--- src/rtl/aes_ctr_keystream.sv ---
// rtl/aes_ctr_keystream.sv - CTR-mode keystream engine feeding a masked AES core, two-share output FIFO
module aes_ctr_keystream #(
  parameter int CTR_W      = 32,
  parameter int FIFO_DEPTH = 4,
  parameter int LEN_W      = 16
) (
  input  logic             clk_i,
  input  logic             arst_n_i,
  input  logic             load_i,
  input  logic [127:0]     iv_i,
  input  logic [LEN_W-1:0] len_i,
  input  logic             abort_i,
  output logic             busy_o,
  output logic             wrap_o,
  output logic             done_o,
  output logic             core_start_o,
  output logic [127:0]     core_state_o,
  input  logic             core_ready_i,
  input  logic             core_done_i,
  input  logic [127:0]     core_state_i,
  input  logic [127:0]     core_state_share2_i,
  output logic             ks_valid_o,
  input  logic             ks_ready_i,
  output logic [127:0]     ks_o,
  output logic [127:0]     ks_share2_o,
  output logic             ks_last_o
);

  localparam int PTR_W = $clog2(FIFO_DEPTH);
  localparam int CNT_W = PTR_W + 1;
  // Shift by 128 yields zero, so the mask is all ones when CTR_W is 128.
  localparam logic [127:0] LO_MASK = (128'd1 << CTR_W) - 128'd1;

  typedef enum logic [2:0] {S_IDLE, S_ISSUE, S_WAIT, S_DRAIN, S_FIN} state_t;

  state_t           state;
  logic [127:0]     ctr;
  logic [LEN_W-1:0] rem;
  logic             abort_pend;
  logic [PTR_W-1:0] wr_ptr;
  logic [PTR_W-1:0] rd_ptr;
  logic [CNT_W-1:0] count;
  logic [256:0]     mem [FIFO_DEPTH];

  logic [127:0] ctr_next;
  logic         ctr_wraps;
  logic         has_space;
  logic         push;
  logic         pop;
  logic         flush;
  logic [256:0] head;

  assign ctr_next  = (ctr & ~LO_MASK) | ((ctr + 128'd1) & LO_MASK);
  assign ctr_wraps = &(ctr | ~LO_MASK);
  assign has_space = count < CNT_W'(FIFO_DEPTH);

  // Only one block is ever in flight, so occupancy alone decides whether a slot is free.
  assign core_start_o = (state == S_ISSUE) && core_ready_i && !abort_i && has_space;
  assign core_state_o = ctr;
  assign busy_o       = (state != S_IDLE);

  assign push  = (state == S_WAIT) && core_done_i && !abort_i && !abort_pend;
  assign pop   = ks_valid_o && ks_ready_i;
  assign flush = abort_i && ((state == S_ISSUE) || (state == S_WAIT) || (state == S_DRAIN));

  assign ks_valid_o  = (count != '0);
  assign head        = mem[rd_ptr];
  assign ks_o        = ks_valid_o ? head[256:129] : '0;
  assign ks_share2_o = ks_valid_o ? head[128:1]   : '0;
  assign ks_last_o   = ks_valid_o & head[0];

  always_ff @(posedge clk_i or negedge arst_n_i) begin
    if (!arst_n_i) begin
      state      <= S_IDLE;
      ctr        <= '0;
      rem        <= '0;
      abort_pend <= 1'b0;
      wrap_o     <= 1'b0;
      done_o     <= 1'b0;
    end else begin
      done_o <= 1'b0;
      case (state)
        S_IDLE: begin
          if (load_i) begin
            ctr        <= iv_i;
            rem        <= len_i;
            wrap_o     <= 1'b0;
            abort_pend <= 1'b0;
            state      <= (len_i == '0) ? S_FIN : S_ISSUE;
          end
        end
        S_ISSUE: begin
          if (abort_i) begin
            state <= S_IDLE;
          end else if (core_start_o) begin
            ctr   <= ctr_next;
            state <= S_WAIT;
            if (ctr_wraps) wrap_o <= 1'b1;
          end
        end
        S_WAIT: begin
          // An aborted run still owns the core until its result comes back.
          if (abort_i || abort_pend) begin
            if (core_done_i) begin
              abort_pend <= 1'b0;
              state      <= S_IDLE;
            end else begin
              abort_pend <= 1'b1;
            end
          end else if (core_done_i) begin
            rem   <= rem - 1'b1;
            state <= (rem == LEN_W'(1)) ? S_DRAIN : S_ISSUE;
          end
        end
        S_DRAIN: begin
          if (abort_i)            state <= S_IDLE;
          else if (count == '0)   state <= S_FIN;
        end
        S_FIN: begin
          done_o <= 1'b1;
          state  <= S_IDLE;
        end
        default: state <= S_IDLE;
      endcase
    end
  end

  always_ff @(posedge clk_i or negedge arst_n_i) begin
    if (!arst_n_i) begin
      wr_ptr <= '0;
      rd_ptr <= '0;
      count  <= '0;
    end else if (flush) begin
      wr_ptr <= '0;
      rd_ptr <= '0;
      count  <= '0;
    end else begin
      if (push) wr_ptr <= wr_ptr + 1'b1;
      if (pop)  rd_ptr <= rd_ptr + 1'b1;
      case ({push, pop})
        2'b10:   count <= count + 1'b1;
        2'b01:   count <= count - 1'b1;
        default: count <= count;
      endcase
    end
  end

  always_ff @(posedge clk_i) begin
    if (push) mem[wr_ptr] <= {core_state_i, core_state_share2_i, (rem == LEN_W'(1))};
  end

endmodule

--- config.mk ---
export PLATFORM = sky130hd
export DESIGN_NAME = aes_ctr_keystream
export DESIGN_NICKNAME = d
export VERILOG_FILES = /design/src/rtl/aes_ctr_keystream.sv
export SDC_FILE = /design/constraint.sdc
export NUM_CORES = 1
export LEC_CHECK = 0
export BUFFER_PORTS_ARGS = -buffer_cell sky130_fd_sc_hd__buf_2
export CAP_MARGIN = 20
export CORE_UTILIZATION = 41
export DETAILED_ROUTE_END_ITERATION = 10
export GPL_ROUTABILITY_DRIVEN = 0
export PLACE_DENSITY = 0.65
export SETUP_SLACK_MARGIN = 0.05
export SLEW_MARGIN = 40
export SYNTH_ARGS = -nofsm -noshare
export SYNTH_HDL_FRONTEND = slang
export SYNTH_SLANG_ARGS = --single-unit
--- constraint.sdc ---
create_clock -name clk_i -period 8.54 [get_ports clk_i]
set_input_delay 1.708 -clock clk_i [delete_from_list [all_inputs] [get_ports clk_i]]
set_output_delay 1.708 -clock clk_i [all_outputs]
set_load 0.005 [all_outputs]
; ---- After elaboration in Yosys (flattened, before gate mapping)
; Memories as Yosys holds them, arrays and structs flattened.
; Index checks and enable logic that the tools add are counted.
[classes]
reduce_logical = 29
bitwise_logic = 2
add_sub_neg = 6
eq_ne = 16
muxes = 38
magnitude_cmp = 1
[op_table]
columns = operator, n
row1 = 2-to-1 mux 128 bit, 5
row2 = one-hot mux 128 bit (2 select lines), 1
row3 = bitwise OR 128 x 32 -> 128 bit, 1
row4 = 2-to-1 mux 16 bit, 3
row5 = adder 32 x 1 -> 32 bit (second input constant), 1
row6 = one-hot mux 16 bit (2 select lines), 1
row7 = AND reduction 32 bit, 1
row8 = 2-to-1 mux 3 bit, 10
row9 = == test 16 x 1 -> 1 bit (second input constant), 1
row10 = zero test 16 bit, 1
row11 = subtractor 16 x 1 -> 16 bit (second input constant), 1
row12 = != test 2 bit (second input constant), 6
row13 = one-hot mux 3 bit (4 select lines), 1
row14 = AND reduction 4 bit, 3
row15 = 2-to-1 mux 2 bit, 5
row16 = 2-to-1 mux 1 bit, 9
row17 = nonzero test 3 bit, 3
row18 = logical AND 1 bit, 8
row19 = nonzero test 2 bit, 4
row20 = == test 3 x 2 -> 1 bit (second input constant), 2
row21 = zero test 3 bit, 2
row22 = one-hot mux 3 bit (2 select lines), 1
row23 = AND reduction 5 bit, 1
row24 = adder 2 x 1 -> 2 bit (second input constant), 2
row25 = 15 further kinds, 19
[word_totals]
mem_bits_rw = 1028
in_bits = 407
ff_bits = 157
n_memories = 1
[mem_list]
columns = name, words, word_bits, read_ports, rd_clocked_by_memory_dff, wr, line
row1 = mem, 4, 257, 1, 0, 1, 43  ; logic [256:0] mem [FIFO_DEPTH];

; ---- Longest topological paths before layout
[depth]
ltp_word = 7
mapped_depth = 9
ltp_nobuf = 7

; ---- Least setup slack after synthesis
; Ideal clock, no wire load.
[synth_timing]
path_kind = input -> register
from = in abort_i
to = mem mem[0][0], enable pin
path_buffers = 0
setup_time_ns = 0.652
slack_ns = -0.282
arrival_ns = 8.169
stages = 2
path_cell_list = nor3b_1 -> and3_1
[synth_via]
elab_chain_len = 5
[synth_lines]
columns = element, line
row1 = "start, declared", 12  ; input logic abort_i,
row2 = zero test 1 bit, 62  ; assign push = (state == S_WAIT) && core_done_i && !abort_i && !abort_pend;
row3 = logical AND 1 bit (2 in a row), 62
row4 = 2-to-1 mux 1 bit, 149  ; if (push) mem[wr_ptr] <= {core_state_i, core_state_share2_i, (rem == LEN_W'(1))};
row5 = 2-to-1 mux 1 bit (not written as such), 149
row6 = "end, declared", 43
; Every way passes these cells.

; ---- Final worst setup path
[layout_timing]
from = reg rd_ptr[0]
to = out ks_share2_o[26]
[layout_via]
elab_chain_len = 2
[layout_lines]
columns = element, line
row1 = "start, declared", 41  ; logic [PTR_W-1:0] rd_ptr;
row2 = "start signal, assigned", 139  ; if (pop) rd_ptr <= rd_ptr + 1'b1;
row3 = memory (4 x 257 bit), n/a
row4 = 2-to-1 mux 128 bit, 69  ; assign ks_share2_o = ks_valid_o ? head[128:1] : '0;
row5 = "end, declared", 25  ; output logic [127:0] ks_share2_o,
; Every way passes these cells.

==> summary.txt <==
Global routing
  – Vias in the first global route: 25,300
  – GRT overflow: 0
  – Global-route wire length before repair: 162,000 µm
  – Global Route Usage Sum: 19.2%
  – Initial antenna violation count: 42
  – Largest net degree at the start of global routing: 132

Synthesis
  – Synth cell types: 71
  – Synth warn: 0
  – Synth Flop Type: edfxtp_1
  – Syn Inst Count: 2,502
  – Fraction of synthesis flops using an asynchronous set or reset pin: 13.2%
  – Syn nets: 2,917
  – Post-synth EDFFs: 1,028
  – #FFs+latches synth: 1,185
  – Yosys top cell by area: edfxtp_1
  – Post-synthesis area per instance: 18.4 µm²
  – Synth top area share: 66.9%
  – Synth area leaders: edfxtp_1 (67%), mux4_2 (13%), dfrtp_1 (8.5%)
  – Post-synthesis sequential area ratio: 75.4%
  – Cell area after synthesis: 46,200 µm²

Layout
  – Final #Nets: 3,734
  – Multi-input gate area: 10,800 µm²
  – Commonest non-fill, non-tap cells in the layout: edfxtp_1 (1,028), buf_2 (795), nand2_1 (326), and2_1 (261), mux4_2 (257)
  – Reg area: 34,800 µm²
  – Share of layout cells above drive strength 1: 38.1%
  – Area grow syn2layout: 21.6%
  – Filler cell count: 9,266
  – Most common cell after layout, fill and taps aside: edfxtp_1
  – Fin cells: 4,926

Detailed routing
  – DR DRC count: 0
  – Via count: 25,600
  – Drt wl/cell: 22.9 µm
  – Drt via density: 5.19
  – Remaining antenna violation count: 0
  – WL final: 113,000 µm
  – Iteration-0 DRC Markers: 1,773
  – Drt pass-1 iters: 6

CTS
  – Num Clock Sinks: 1,185
  – Clk buf depth: 3
  – CTS tree: built
  – Setup Fix Bufs, Post-CTS: 0
  – Worst-path clk slew: 60 ps
  – Clock latency on the worst-skew pair: 700 ps
  – CTS buffer count: 121
  – CTS resizes: 0
  – CTS Root Cell: clkbuf_16
  – H-tree depth: 3
  – Hold_buf cts: 0

Setup path
  – CP Class: reg2out
  – CP max stage delay: 900 ps
  – CP Capture Type: output port
  – Setup crit start kind: flip-flop
  – Crit-path cells: buf_12 > buf_16 > mux4_2 > and2_1 > buf_2
  – Slowest cell on crit path: dfrtp_4
  – WP buf/inv: 3
  – Crit-path max FO: 51
  – Required time worst endpoint: 6830 ps
  – Delay-heaviest family, CP: flip-flops
  – Critical path data arrival time: 3450 ps

Timing
  – Final WS setup: 3380 ps
  – Fin crit period: 5160 ps
  – Final Slew Violations: 0
  – Hold_ws: 467 ps
  – RSZ-0062 raised after global routing: false
  – Tcrit/Tclk final: 60.4%
  – Worst-case clock skew: 36.8 ps
  – Final hold vios: 0
  – Post-route setup TNS: 0 ps
  – # setup viols final: 0
  – Max_slew headroom: 34.5%
  – Least-Margin Pin Slew: 980 ps
  – Fmax: 194 MHz

Floorplanning
  – Die ar.: 114,000 µm²
  – CORE AREA: 111,000 µm²
  – Chip height: 338 µm
  – Io pins: 797
  – Initial Utilization: 41.5%
  – FP Rows: 122
  – Die W: 338 µm

Power and ir drop
  – PwrDens: 307 nW/µm²
  – Power Total: 0.0172 W
  – Max IR drop VDD: 0.253 mV
  – P_leak: 20.4 nW

Hold path
  – Hold WC Path Type: reg2reg

Outcome
  – Outcome: complete, no violations

Job
  – Max-cap viol count: 0

Placed design
  – DP HPWL: 73,200 µm
  – Place WS: 3640 ps
  – Placed Cells: 4,683
  – IO buf count: 796
-- logic make-up (layout without fill, tap and decap cells) --
family,after synthesis,count (layout),synth area share (%)
xor+xnor,5,5,0.0949
buf+inv,148,1071,1.37
flops,1185,1185,75.4
simple gates,745,745,8.18
mux,259,259,12.6
compound gates,152,152,2.15
other cells,0,13,0
fa+ha+maj,8,8,0.233
-- registers in the layout (all words and copies together), names as in the netlist --
| signal | count |
|---|---|
| abort_pend | 1 |
| core_state_o | 128 |
| count | 3 |
| done_o | 1 |
| mem | 1028 |
| rd_ptr | 2 |
| rem | 16 |
| state | 3 |
| wr_ptr | 2 |
| wrap_o | 1 |
-- cell type report --
type / count / area share, %
timing repair buffer: 830 / 8.12
sequential: 1185 / 62.0
multi-input combinational: 1169 / 19.2
inverter: 12 / 0.0803
clock buffer: 151 / 5.86
clock inverter: 78 / 1.32
tap: 1488 / 3.32
antenna: 13 / 0.0580
-- cells in the mapped netlist, drive strengths merged, types with 12 or more instances --
library cell,number
nand2,330
buf,64
nor3,13
o22a,13
o21ai,24
nor4,15
mux4,257
and2,261
nand3,19
clkbuf,72
dfrtp,157
inv,12
nor2,53
edfxtp,1028
a21oi,48
-- worst min-delay path, delay by kind of cell, from the launching register on --
family / cells / cell delay, ps
flip-flops: 1 / 340
AND/OR/NAND/NOR: 2 / 100
-- metrics by stage --
stage               area [µm²]  util (%)
global route             56100      50.5
floorplan                46200         -
finish                   56100      50.5
detailed placement       52000      46.8
CTS                      56000      50.4
global placement         51800      46.6
-- power breakdown --
group	leakage, nW	total [W]	switching [W]	internal (W)
Combinational	7.32	0.00488	0.00257	0.00231
Sequential	11.1	0.00710	0.000386	0.00671
Clock	1.97	0.00524	0.00223	0.00301
Total	20.4	0.0172	0.00519	0.0120
-- worst paths after layout --
kind                                       start           endpoint  slack [ps]  cells after the start
min in group asynchronous               arst_n_i  core_state_o[103]        1010                      1
worst min register to register  core_state_o[70]   core_state_o[70]         470                      2
worst max-delay path                   rd_ptr[0]    ks_share2_o[26]        3380                      5
worst max register to register          state[1]        mem[1][241]        5010                      6
max in group asynchronous               arst_n_i          rd_ptr[0]        6370                      2
worst min-delay path            core_state_o[70]   core_state_o[70]         470                      2
-- routing by layer --
layer	vias to the layer above	part of all wire, %	GRT usage, %
met2	916	49	31.2
li1	11400	-	-
met4	48	3.9	8.20
met5	-	0.27	0
met3	263	7.8	5.45
met1	12900	39	24.0
Note: power is estimated with default switching activity, not from simulation.
